### src/rtl/mem_word_requester_if.sv
// Command and halfword-memory signals of mem_word_requester, bundled as one interface.
// slave = the requester's view; master = pipeline plus memHandler side.
interface mem_word_requester_if;
    logic        cmd_read;
    logic        cmd_write;
    logic [31:0] cmd_addr;
    logic [31:0] cmd_wdata;
    logic        busy;
    logic        done;
    logic [31:0] rdata;
    logic        err;
    logic        mem_read;
    logic        mem_write;
    logic [31:0] mem_addr;
    logic [15:0] mem_value;
    logic        mem_lb;
    logic        mem_hb;
    logic        mem_blocked;
    logic [15:0] mem_rdata;

    modport slave (
        input  cmd_read, cmd_write, cmd_addr, cmd_wdata, mem_blocked, mem_rdata,
        output busy, done, rdata, err, mem_read, mem_write, mem_addr, mem_value,
               mem_lb, mem_hb
    );

    modport master (
        output cmd_read, cmd_write, cmd_addr, cmd_wdata, mem_blocked, mem_rdata,
        input  busy, done, rdata, err, mem_read, mem_write, mem_addr, mem_value,
               mem_lb, mem_hb
    );
endinterface

### src/rtl/mem_word_requester.sv
// Splits a 32-bit load/store into two little-endian halfword requests to memHandler
// port 2, holding each against back-pressure, with a per-half blocked-cycle watchdog.
//
//   state  | meaning
//   IDLE   | waiting for a command
//   LO     | requesting low half at addr
//   HI     | requesting high half at addr+2
//   DONE   | one-cycle completion pulse
//   ERR    | one-cycle error pulse (bad command or watchdog abort)
module mem_word_requester #(
    parameter int unsigned TIMEOUT = 255
) (
    input logic                 CLOCK_50,
    input logic                 reset,
    mem_word_requester_if.slave bus
);

    typedef enum logic [2:0] {
        S_IDLE,
        S_LO,
        S_HI,
        S_DONE,
        S_ERR
    } state_t;

    localparam logic [31:0] TO_LAST = 32'(TIMEOUT - 1);

    state_t      state_q, state_d;
    logic        is_write_q, is_write_d;
    logic [31:0] addr_q, addr_d;
    logic [31:0] wdata_q, wdata_d;
    logic [15:0] lo_q, lo_d;
    logic [31:0] rdata_q, rdata_d;
    logic [31:0] wd_cnt_q, wd_cnt_d;

    logic        in_req;
    logic        bad_cmd;
    logic        any_cmd;
    logic        wd_expired;

    always_ff @(posedge CLOCK_50) begin
        if (reset) begin
            state_q    <= S_IDLE;
            is_write_q <= 1'b0;
            addr_q     <= '0;
            wdata_q    <= '0;
            lo_q       <= '0;
            rdata_q    <= '0;
            wd_cnt_q   <= '0;
        end else begin
            state_q    <= state_d;
            is_write_q <= is_write_d;
            addr_q     <= addr_d;
            wdata_q    <= wdata_d;
            lo_q       <= lo_d;
            rdata_q    <= rdata_d;
            wd_cnt_q   <= wd_cnt_d;
        end
    end

    assign any_cmd    = bus.cmd_read | bus.cmd_write;
    assign bad_cmd    = (bus.cmd_read & bus.cmd_write) | (any_cmd & bus.cmd_addr[0]);
    assign wd_expired = (TIMEOUT != 0) && (wd_cnt_q == TO_LAST);

    always_comb begin
        state_d    = state_q;
        is_write_d = is_write_q;
        addr_d     = addr_q;
        wdata_d    = wdata_q;
        lo_d       = lo_q;
        rdata_d    = rdata_q;
        wd_cnt_d   = wd_cnt_q;

        unique case (state_q)
            S_IDLE: begin
                if (bad_cmd) begin
                    state_d = S_ERR;
                end else if (any_cmd) begin
                    state_d    = S_LO;
                    is_write_d = bus.cmd_write;
                    addr_d     = bus.cmd_addr;
                    wdata_d    = bus.cmd_wdata;
                    wd_cnt_d   = '0;
                end
            end
            S_LO: begin
                if (!bus.mem_blocked) begin
                    state_d  = S_HI;
                    wd_cnt_d = '0;
                    if (!is_write_q) lo_d = bus.mem_rdata;
                end else if (wd_expired) begin
                    state_d = S_ERR;
                end else begin
                    wd_cnt_d = wd_cnt_q + 32'd1;
                end
            end
            S_HI: begin
                if (!bus.mem_blocked) begin
                    state_d = S_DONE;
                    // rdata only changes at completion, so the low half waits in lo_q
                    if (!is_write_q) rdata_d = {bus.mem_rdata, lo_q};
                end else if (wd_expired) begin
                    state_d = S_ERR;
                end else begin
                    wd_cnt_d = wd_cnt_q + 32'd1;
                end
            end
            S_DONE:  state_d = S_IDLE;
            S_ERR:   state_d = S_IDLE;
            default: state_d = S_IDLE;
        endcase
    end

    assign in_req        = (state_q == S_LO) || (state_q == S_HI);
    assign bus.busy      = (state_q != S_IDLE);
    assign bus.done      = (state_q == S_DONE);
    assign bus.err       = (state_q == S_ERR);
    assign bus.rdata     = rdata_q;
    assign bus.mem_read  = in_req & ~is_write_q;
    assign bus.mem_write = in_req & is_write_q;
    assign bus.mem_lb    = in_req;
    assign bus.mem_hb    = in_req;

    always_comb begin
        bus.mem_addr  = '0;
        bus.mem_value = '0;
        if (state_q == S_LO) begin
            bus.mem_addr  = addr_q;
            bus.mem_value = wdata_q[15:0];
        end else if (state_q == S_HI) begin
            bus.mem_addr  = addr_q + 32'd2;
            bus.mem_value = wdata_q[31:16];
        end
    end

endmodule

### src/flat_wrapper.sv
// flat-port wrapper written by rule: the top's interface ports become plain ports
module mem_word_requester_flat 
#(
    parameter int unsigned TIMEOUT = 255
)
  (CLOCK_50, reset, bus_cmd_read, bus_cmd_write, bus_cmd_addr, bus_cmd_wdata, bus_mem_blocked, bus_mem_rdata, bus_busy, bus_done, bus_rdata, bus_err, bus_mem_read, bus_mem_write, bus_mem_addr, bus_mem_value, bus_mem_lb, bus_mem_hb);
  mem_word_requester_if bus_i ();
  input logic CLOCK_50;
  input logic reset;
  input wire logic [$bits(bus_i.cmd_read)-1:0] bus_cmd_read;
  input wire logic [$bits(bus_i.cmd_write)-1:0] bus_cmd_write;
  input wire logic [$bits(bus_i.cmd_addr)-1:0] bus_cmd_addr;
  input wire logic [$bits(bus_i.cmd_wdata)-1:0] bus_cmd_wdata;
  input wire logic [$bits(bus_i.mem_blocked)-1:0] bus_mem_blocked;
  input wire logic [$bits(bus_i.mem_rdata)-1:0] bus_mem_rdata;
  output wire logic [$bits(bus_i.busy)-1:0] bus_busy;
  output wire logic [$bits(bus_i.done)-1:0] bus_done;
  output wire logic [$bits(bus_i.rdata)-1:0] bus_rdata;
  output wire logic [$bits(bus_i.err)-1:0] bus_err;
  output wire logic [$bits(bus_i.mem_read)-1:0] bus_mem_read;
  output wire logic [$bits(bus_i.mem_write)-1:0] bus_mem_write;
  output wire logic [$bits(bus_i.mem_addr)-1:0] bus_mem_addr;
  output wire logic [$bits(bus_i.mem_value)-1:0] bus_mem_value;
  output wire logic [$bits(bus_i.mem_lb)-1:0] bus_mem_lb;
  output wire logic [$bits(bus_i.mem_hb)-1:0] bus_mem_hb;
  assign bus_i.cmd_read = bus_cmd_read;
  assign bus_i.cmd_write = bus_cmd_write;
  assign bus_i.cmd_addr = bus_cmd_addr;
  assign bus_i.cmd_wdata = bus_cmd_wdata;
  assign bus_i.mem_blocked = bus_mem_blocked;
  assign bus_i.mem_rdata = bus_mem_rdata;
  assign bus_busy = bus_i.busy;
  assign bus_done = bus_i.done;
  assign bus_rdata = bus_i.rdata;
  assign bus_err = bus_i.err;
  assign bus_mem_read = bus_i.mem_read;
  assign bus_mem_write = bus_i.mem_write;
  assign bus_mem_addr = bus_i.mem_addr;
  assign bus_mem_value = bus_i.mem_value;
  assign bus_mem_lb = bus_i.mem_lb;
  assign bus_mem_hb = bus_i.mem_hb;
  mem_word_requester #(.TIMEOUT(TIMEOUT)) u_core (.CLOCK_50(CLOCK_50), .reset(reset), .bus(bus_i));
endmodule
### config.mk
export PLATFORM = sky130hd
export DESIGN_NAME = mem_word_requester_flat
export DESIGN_NICKNAME = d
export VERILOG_FILES = /design/src/rtl/mem_word_requester_if.sv /design/src/rtl/mem_word_requester.sv /design/src/flat_wrapper.sv
export SDC_FILE = /design/constraint.sdc
export NUM_CORES = 1
export LEC_CHECK = 0
export CAP_MARGIN = 20
export CORE_UTILIZATION = 53
export CTS_CLUSTER_DIAMETER = 80
export DETAILED_ROUTE_END_ITERATION = 12
export PLACE_DENSITY = 0.89
export SKIP_CTS_REPAIR_TIMING = 1
export SLEW_MARGIN = 15
export SYNTH_ARGS = -nofsm -noshare
export SYNTH_HDL_FRONTEND = slang
export SYNTH_SLANG_ARGS = --single-unit
### constraint.sdc
create_clock -name CLOCK_50 -period 3.8 [get_ports CLOCK_50]
set_input_delay 0.76 -clock CLOCK_50 [delete_from_list [all_inputs] [get_ports CLOCK_50]]
set_output_delay 0.76 -clock CLOCK_50 [all_outputs]
set_load 0.1 [all_outputs]
==> impl_results.md, run 1 <==
* Status: completed
* Yosys top cell by area: sky130_fd_sc_hd__dfxtp_1
* Global route total overflow at 0
* Port Buffers at 171
* Clock Skew at 11.4 ps
* Clock period minus final worst setup slack at around 3600 ps
* Layout cells sized above 1 at between 10% and 20%
* Placed wire-length estimate after detailed placement at 13700 µm
* Maximum VDD drop at 0.000319 V
* Synth area leaders: sky130_fd_sc_hd__dfxtp_1, sky130_fd_sc_hd__nand2_1, sky130_fd_sc_hd__a21oi_1
* Sequential fraction of the synthesis area at 43.6%
* Detail-routed via count per cell at 5.82
* Non-filler instance count after layout at 1246
* Synthesized area at approximately 7000 µm²
* Final nets at about 1100
* Areal power density over the cells at roughly 440 nW/µm²
* Gr usage total at about a third
* Total power of the final layout at 4210 µW
* Dominant register cell in the synthesized netlist: sky130_fd_sc_hd__dfxtp_1
* Initial detailed-routing violation count at 737
* Post-synthesis instance total at 916
* Placed Instances at about 1200
* Hold path depth at 2
* Number of synthesized flops with an enable pin at 0
* Final weighted congestion in routability-driven placement at about 0.88
* Routed len/inst at 16.5 µm
* Vert. Die Dim at 115 µm
* Row cnt at 41
* Average footprint of a synthesized cell at around 7.4 µm²
* TritonCTS clock tree: yes
* Total number of H-tree levels at 4
* Proportion of synthesized flip-flops having asynchronous set or reset at 0%
* Pre-antenna DRT Iters at 5
* Area overhead of the layout relative to synthesis at 42.1%
* First-pass GRT wire length at 32800 µm
* Final worst path period share at around 95%
* Number of library cell types mapped by synthesis at 51
* Clock transition time at the flip-flop clock pins of the worst setup and hold paths at ~60 ps
* Vias in the first global route at 6807
* Remaining design rule violation count at 0
* CTS Buf Count at 17
* Unrepaired setup endpoints after global routing: no
* Crit path kind: reg2out
* Synthesized Nets at ~1000
* Hold violation total from the final report at 0
* Ys Warns at 0
* Worst reg-to-reg path cell count at 5
* Total of max-cap violations at 0
* CTS root buffer: sky130_fd_sc_hd__clkbuf_16
* Min-Delay Path Class: reg2reg
* Startpoint class of the critical path: flip-flop
* DIE AREA at 13300 µm²
* Data arrival at the endpoint of the critical path at between 2000 and 3000 ps
* Synthesis-stage register bit count at 148
* Number of clock sinks at 148
* Initial standard-cell utilization of the core at 54.1%
* Worst Path Max Fanout at 9
* Largest net degree at the start of global routing at 65
* Antenna violations before repair at 2
* Transition at the pin with the smallest max-transition slack at 1070 ps
* Setup TNS at 0 ps
* Area share of the leading cell type in the synthesized netlist at a little over two fifths
* Maximum operating frequency at 0.278 GHz
* # IOs at 172
* Remaining antenna violation count after routing at 0
* CTS Buffer Depth at 2
* Worst endpoint required time at 3040 ps
* Die width at ~120 µm
* Slew margin rel. at between 20 and 30%
* Leakage power at 0.00331 µW
* Clock network latency to the later pin of the worst-skew pair at 430 ps
* Critical Path Sink Type: primary output
* Final Setup Violations at 0
* Vias post-DR at 7255
* Core area at around 13000 µm²
* Final hold slack at 453 ps
* Aggregate routed wire length at 20500 µm
* Number of pins with negative max-slew slack in the final report at 0
-- final cells by class --
type                            instances  area, µm²
Fill cell                             831       2910
Timing Repair Buffer                  184       2260
Antenna cell                            1       2.50
Inverter                               19       71.3
Clock buffer                           19        443
Tap cell                              172        215
Multi-Input combinational cell        690       3550
Sequential cell                       148       2960
Clock inverter                         13        158
-- synthesized netlist by cell type, types with 2 or more instances --
cell type                    n
sky130_fd_sc_hd__a21o_1      2
sky130_fd_sc_hd__a21oi_1   142
sky130_fd_sc_hd__a22o_1     19
sky130_fd_sc_hd__a31oi_1     5
sky130_fd_sc_hd__a41oi_1     3
sky130_fd_sc_hd__and2_1      3
sky130_fd_sc_hd__and2b_1     2
sky130_fd_sc_hd__and3_1      5
sky130_fd_sc_hd__and4_1      5
sky130_fd_sc_hd__buf_1       4
sky130_fd_sc_hd__buf_2      11
sky130_fd_sc_hd__buf_6       2
sky130_fd_sc_hd__clkbuf_1   39
sky130_fd_sc_hd__dfxtp_1   148
sky130_fd_sc_hd__ha_1        3
sky130_fd_sc_hd__inv_1      19
sky130_fd_sc_hd__nand2_1   269
sky130_fd_sc_hd__nand3_1    30
sky130_fd_sc_hd__nand4_1    17
sky130_fd_sc_hd__nor2_1     37
sky130_fd_sc_hd__nor3_1     15
sky130_fd_sc_hd__nor4_1     15
sky130_fd_sc_hd__o211ai_1    5
sky130_fd_sc_hd__o21a_1      2
sky130_fd_sc_hd__o21ai_0    38
sky130_fd_sc_hd__o22ai_1     2
sky130_fd_sc_hd__o311ai_0    7
sky130_fd_sc_hd__o31ai_1    13
sky130_fd_sc_hd__o41ai_1     2
sky130_fd_sc_hd__or3_1      10
sky130_fd_sc_hd__or4_1       8
sky130_fd_sc_hd__xnor2_1    13
sky130_fd_sc_hd__xor2_1      3
-- kinds of logic (layout without fill, tap and decap cells) --
group           after synthesis  after routing  share of synthesized area [%]
compound gates              246            246                           21.1
buf+inv                      78            235                           4.93
flops                       148            148                           43.6
simple gates                425            425                           27.8
other cells                   0              1                              0
xor+xnor                     16             16                           2.06
fa+ha+maj                     3              3                          0.552
-- path summary, 6_finish.rpt --
kind,start,end,slack [ps]
worst max-delay path,u_core.addr_q[12],bus_mem_addr[27],200
worst min-delay path,u_core.bus.rdata[23],u_core.bus.rdata[23],450
worst max register to register,u_core.state_q[1],u_core.bus.rdata[5],1130
worst min register to register,u_core.bus.rdata[23],u_core.bus.rdata[23],450
-- per-stage QoR --
step           utilization, %  setup WS (ps)  cell area [µm²]
2_1_floorplan               -           -617             6830
3_3_place_gp             72.1            666             9060
3_5_place_dp             72.1            586             9060
4_1_cts                  76.9            262             9660
5_1_grt                  76.9           15.6             9660
6_report                 76.9            203             9660
-- per-layer routing --
layer,vias up,wire length (µm),GRT usage (%)
li1,3486,-,-
met1,3376,8210,37.4
met2,341,10000,51.8
met3,52,1710,10.0
met4,0,613,13.9
met5,-,0,0
-- cells in the final DEF (no fill, tap or decap), types with 5 or more instances in the layout --
cell                              Yosys  final
sky130_fd_sc_hd__nor3_1              15     13
sky130_fd_sc_hd__nor2_1              37     36
sky130_fd_sc_hd__nand3_1             30     30
sky130_fd_sc_hd__nand2_1            269    269
sky130_fd_sc_hd__or3_1               10     10
sky130_fd_sc_hd__clkdlybuf4s50_1      0    115
sky130_fd_sc_hd__nand4_1             17     17
sky130_fd_sc_hd__o31ai_1             13     10
sky130_fd_sc_hd__clkbuf_16            0     17
sky130_fd_sc_hd__buf_4                1     22
sky130_fd_sc_hd__dfxtp_1            148    148
sky130_fd_sc_hd__xnor2_1             13     13
sky130_fd_sc_hd__and3_1               5      5
sky130_fd_sc_hd__inv_1               19     19
sky130_fd_sc_hd__a21oi_1            142    142
sky130_fd_sc_hd__buf_12               0     47
sky130_fd_sc_hd__a22o_1              19     19
sky130_fd_sc_hd__o21ai_0             38     27
sky130_fd_sc_hd__o211ai_1             5      5
sky130_fd_sc_hd__or4_1                8      8
sky130_fd_sc_hd__a31oi_1              5      5
sky130_fd_sc_hd__nor4_1              15     15
sky130_fd_sc_hd__and4_1               5      5
sky130_fd_sc_hd__o21ai_1              0     11
sky130_fd_sc_hd__o311ai_0             7      6
-- flip-flops by register name (all words and copies together) (netlist names) --
register,count
u_core.addr_q,32
u_core.bus.rdata,32
u_core.wd_cnt_q,32
u_core.wdata_q,32
u_core.lo_q,16
u_core.state_q,3
u_core.is_write_q,1
-- worst max-delay path, stage by stage, from the launching register on --
cell and delay (ps):
sky130_fd_sc_hd__dfxtp_1 480, sky130_fd_sc_hd__nand3_1 140, sky130_fd_sc_hd__nor3_1 590, sky130_fd_sc_hd__nand4_1 390, sky130_fd_sc_hd__o311ai_0 400, sky130_fd_sc_hd__o31ai_1 200
sky130_fd_sc_hd__buf_12 210
-- power by group --
part,internal [µW],switching [µW],leakage (µW)
registers,1630,76.6,0.00120
logic,268,528,0.00182
clock network,1050,661,0.000285
total,2940,1270,0.00331
(Power assumes the default switching activity.)
==> inputs of run 2 (changes only) <==
Settings changed: PLACE_DENSITY 0.89 to 0.85.
==> run 2 against run 1 <==
Compared with the run above:
- global-route usage decreased by 0.80 points
- routed wire length decreased by 2.2%
- total power increased by 2.8%
- clock power increased by 6%
- non-clock buffer count increased by 3
- critical path type unchanged
- largest cell class unchanged
- highest routed layer unchanged
==> impl_results.md, run 2 (synthesis results as in run 1) <==
* Finished Core Util at 77.6%
* Clock period minus final worst setup slack at 3570 ps
* Areal power density over the cells at roughly 440 nW/µm²
* Most common cell after layout, fill and taps aside: sky130_fd_sc_hd__nand2_1
* Clock network latency to the later pin of the worst-skew pair at roughly 420 ps
* Transition at the pin with the smallest max-transition slack at 1020 ps
* # IOs at 172
* Data arrival at the endpoint of the critical path at 2810 ps
* TritonCTS clock tree: yes
* CTS Buf Count at 17
* Placed Instances at approximately 1200
* Min-Delay Path Class: reg2reg
* Final nets at 1151
* Remaining design rule violation count at 0
* Antenna violations before repair at 1
* Total number of H-tree levels at 4
* Area overhead of the layout relative to synthesis at 43.4%
* Top library cells by usage in the layout, fill and taps aside: sky130_fd_sc_hd__nand2_1, sky130_fd_sc_hd__dfxtp_1, sky130_fd_sc_hd__a21oi_1
* Slew margin rel. at about a third
* Port Buffers at 171
* Hold violation total from the final report at 0
* Final worst path period share at 93.8%
* Remaining antenna violation count after routing at 0
* Non-filler instance count after layout at 1249
* Placed wire-length estimate after detailed placement at 13200 µm
* Number of pins with negative max-slew slack in the final report at 0
* DIE AREA at approximately 13000 µm²
* Die width at 115 µm
* Maximum operating frequency at 0.281 GHz
* Clock transition time at the flip-flop clock pins of the worst setup and hold paths at 60 ps
* Worst endpoint required time at between 3000 and 4000 ps
* Unrepaired setup endpoints after global routing: no
* Vias post-DR at 7160
* Maximum VDD drop at 0.000316 V
* Core area at ~13000 µm²
* Layout cells sized above 1 at 11.2%
* Worst Path Max Fanout at 9
* Largest net degree at the start of global routing at 71
* Total of max-cap violations at 0
* Pre-antenna DRT Iters at 7
* Leakage power at ~0.0034 µW
* Worst path max stage delay at about 620 ps
* First-pass GRT wire length at 31800 µm
* CTS root buffer: sky130_fd_sc_hd__clkbuf_16
* Vias in the first global route at 6691
* Gr usage total at a little under a third
* Final weighted congestion in routability-driven placement at ~0.87
* Final Setup Violations at 0
* Most prevalent standard cell on the critical path: sky130_fd_sc_hd__nand3_1
* Initial detailed-routing violation count at 586
* Status: completed
* Routed len/inst at 16.1 µm
* Ordered list of cells on the worst path: nand3_1 -> nor3_1 -> nand3_1 -> o311ai_0 -> o31ai_2 -> buf_12
* Aggregate routed wire length at 20100 µm
* Global route total overflow at 0
* CTS Buffer Depth at 2
* Row cnt at 41
* Critical Path Sink Type: primary output
* Number of clock sinks at 148
* Detail-routed via count per cell at 5.73
* Number of fillers in the final layout at 885
* Crit path kind: reg2out
* Clock Skew at 4.41 ps
* Vert. Die Dim at 115 µm
* Initial standard-cell utilization of the core at a little over half
* Startpoint class of the critical path: flip-flop
* Slowest cell on crit path: sky130_fd_sc_hd__nor3_1
-- run 2: stage by stage --
step,setup TNS (ps),hold slack [ps],total power (µW),instance area (µm²),setup slack [ps]
2_1_floorplan,-4200,432,2230,6830,-617
3_3_place_gp,0,438,2510,9090,570
3_5_place_dp,0,446,2520,9090,532
4_1_cts,0,453,4330,9730,283
5_1_grt,0,473,4470,9750,15.7
6_report,0,454,4330,9750,235
-- run 2: worst max-delay path: cells and delay by family, from the launching register on --
family	cells	cell delay (ps)
AO/OA/AOI/OAI	2	610
buffers and inverters	1	200
flip-flops	1	470
AND/OR/NAND/NOR	3	1100
-- run 2: path summary, 6_finish.rpt --
path / start / endpoint / slack, ps / cells after the start
min: u_core.bus.rdata[31] / u_core.bus.rdata[31] / 450 / 2
max: u_core.addr_q[12] / bus_mem_addr[24] / 230 / 6
min reg2reg: u_core.bus.rdata[31] / u_core.bus.rdata[31] / 450 / 2
max reg2reg: u_core.state_q[0] / u_core.wd_cnt_q[27] / 1350 / 5
-- run 2: per-layer routing --
layer | global-route usage (%) | wire length [µm] | vias to the layer above
met5 | 0 | 0 | -
met4 | 12.8 | 578 | 0
met3 | 10.1 | 1580 | 43
met2 | 51.7 | 9810 | 259
met1 | 35.5 | 8130 | 3352
li1 | - | - | 3506
-- run 2: cell type report --
type	instances	area (µm²)	area share, %
multi-input combinational	690	3560	36.5
clock buffer	18	439	4.50
clock inverter	14	200	2.05
sequential	148	2960	30.4
antenna	1	2.50	0.0257
timing repair buffer	187	2300	23.6
tap	172	215	2.21
inverter	19	71.3	0.732
-- run 2: power breakdown --
group,switching [µW],internal [µW],total [µW]
sequential,77.9,1630,1710
combinational,524,273,797
clock,696,1130,1820
total,1300,3030,4330
==> inputs of run 3 (changes only) <==
Settings changed: CORE_MARGIN from default to 2, REMOVE_ABC_BUFFERS from default to 1.
==> run 3 against run 2 <==
Compared with the run above:
- design area down 2.0%
- largest cell class unchanged
- highest routed layer unchanged
- worst hold slack worse by 4.5 ps
- clock skew up 1.3 ps
- sequential cell count unchanged
==> impl_results.md, run 3 (synthesis results as in run 1) <==
* Origin of the critical flop-to-flop path: u_core.state_q[1]
* Maximum VDD drop at 0.000360 V
* Crit path kind: reg2out
* Pre-antenna DRT Iters at 5
* Data arrival at the endpoint of the critical path at 2770 ps
* Capture point of the worst path: bus_mem_addr[26]
* Maximum operating frequency at roughly 0.28 GHz
* Placed wire-length estimate after detailed placement at 13100 µm
* Row cnt at 41
* Status: completed
* Slew margin rel. at ~31%
* Unrepaired setup endpoints after global routing: no
* Critical Path Sink Type: primary output
* DIE AREA at between 10000 and 15000 µm²
* R2r setup slk at 1520 ps
* CTS Buffer Depth at 2
* Transition at the pin with the smallest max-transition slack at 1030 ps
* Setup TNS at 0 ps
* Initial standard-cell utilization of the core at a little over half
* Clock period minus final worst setup slack at 3530 ps
* Worst reg-to-reg path cell count at 5
* Detail-routed via count per cell at roughly 5.7
* Clock Skew at 5.67 ps
* Gr usage total at between 20 and 30%
* Final Setup Violations at 0
* Total cell area at the placement stage at around 9000 µm²
* Layout cells sized above 1 at 10.6%
* Initial detailed-routing violation count at 716
* Number of pins with negative max-slew slack in the final report at 0
* Largest net degree at the start of global routing at 96
* Min-Delay Path Class: reg2reg
* Total power of the final layout at 4000 µW
* Antenna violations before repair at 0
* Clock network latency to the later pin of the worst-skew pair at approximately 430 ps
* Worst reg2reg endpoint: u_core.wd_cnt_q[26]
* Number of inserted diodes at 0
* TritonCTS clock tree: yes
* Area overhead of the layout relative to synthesis at 40.5%
* Top library cells by usage in the layout, fill and taps aside: sky130_fd_sc_hd__nand2_1, sky130_fd_sc_hd__dfxtp_1, sky130_fd_sc_hd__a21oi_1
* Areal power density over the cells at 419 nW/µm²
* CTS root buffer: sky130_fd_sc_hd__clkbuf_16
* Die width at 117 µm
* Final nets at about 1200
* Global route total overflow at 0
* Leakage power at around 0.0033 µW
* Remaining design rule violation count at 0
* Startpoint class of the critical path: flip-flop
* Total number of H-tree levels at 4
* Vias post-DR at 7144
* Final hold slack at 450 ps
* Final design instance area without fill at 9560 µm²
* First-pass GRT wire length at just over 30000 µm
* Aggregate routed wire length at 19500 µm
* Total of max-cap violations at 0
* # IOs at 172
* Remaining antenna violation count after routing at 0
* Worst endpoint required time at around 3000 ps
* Vias in the first global route at around 6500
* Clock transition time at the flip-flop clock pins of the worst setup and hold paths at 60 ps
* Most common cell after layout, fill and taps aside: sky130_fd_sc_hd__nand2_1
* CTS Buf Count at 17
* Core area at 12600 µm²
* Number of clock sinks at around 150
* Final weighted congestion in routability-driven placement at 0.863
* Vert. Die Dim at 117 µm
* Routed len/inst at 15.6 µm
* Worst Path Max Fanout at 9
* Port Buffers at 171
* Startpoint of the worst setup timing path: u_core.addr_q[12]
* Hold violation total from the final report at 0
* Final worst path period share at 93.0%
-- run 3: cell types whose count changed in the layout (fill, tap and decap cells not counted), sizes merged --
cell | before | now
bufinv | 4 | 0
clkinvlp | 1 | 5
inv | 23 | 21
clkbuf | 18 | 20
clkinv | 5 | 4
diode | 1 | 0
-- run 3: layout make-up --
class	instances	area [µm²]
well taps	172	215
clock inverters	11	78.8
fillers	908	3010
flip-flops and latches	148	2960
repair buffers	187	2240
clock buffers	20	457
inverters	19	71.3
multi-input cells	690	3530
-- run 3: how the worst min path moves through the flow --
stage | slack (ps) | startpoint | cells after the start | to
2_1_floorplan | 430 | u_core.lo_q[0] | 2 | u_core.bus.rdata[0]
3_3_place_gp | 440 | u_core.lo_q[0] | 2 | u_core.bus.rdata[0]
3_5_place_dp | 440 | u_core.lo_q[8] | 2 | u_core.bus.rdata[8]
4_1_cts | 450 | u_core.lo_q[8] | 2 | u_core.bus.rdata[8]
5_1_grt | 460 | u_core.lo_q[9] | 2 | u_core.bus.rdata[9]
6_report | 450 | u_core.lo_q[9] | 2 | u_core.bus.rdata[9]
-- run 3: metal layers --
| metal | up-vias | track usage [%] | routed length (µm) |
|---|---|---|---|
| li1 | 3481 | - | - |
| met1 | 3364 | 35.6 | 8070 |
| met2 | 259 | 47.8 | 9470 |
| met3 | 40 | 6.69 | 1380 |
| met4 | 0 | 13.0 | 580 |
| met5 | - | 0 | 0 |
-- run 3: worst max-delay path, stage by stage (launching register included) --
cell and delay [ps]:
sky130_fd_sc_hd__dfxtp_1 450, sky130_fd_sc_hd__nand3_1 130, sky130_fd_sc_hd__nor3_1 550, sky130_fd_sc_hd__nand4_1 330, sky130_fd_sc_hd__o311ai_0 640, sky130_fd_sc_hd__buf_12 260
-- run 3: power by group --
part,leakage [µW],switching [µW],internal (µW)
clock,0.000251,651,864
combinational,0.00181,521,264
sequential,0.00120,73.6,1630
total,0.00326,1240,2760
-- run 3: through the flow --
stage / util [%] / std cells / setup WS (ps)
after global routing: 76.0 / 1247 / 50.6
after CTS: 76.0 / 1247 / 286
after floorplan: - / 857 / -2060
after global placement: 71.8 / 1216 / 647
final: 76.0 / 1247 / 265
after detailed placement: 71.8 / 1216 / 585
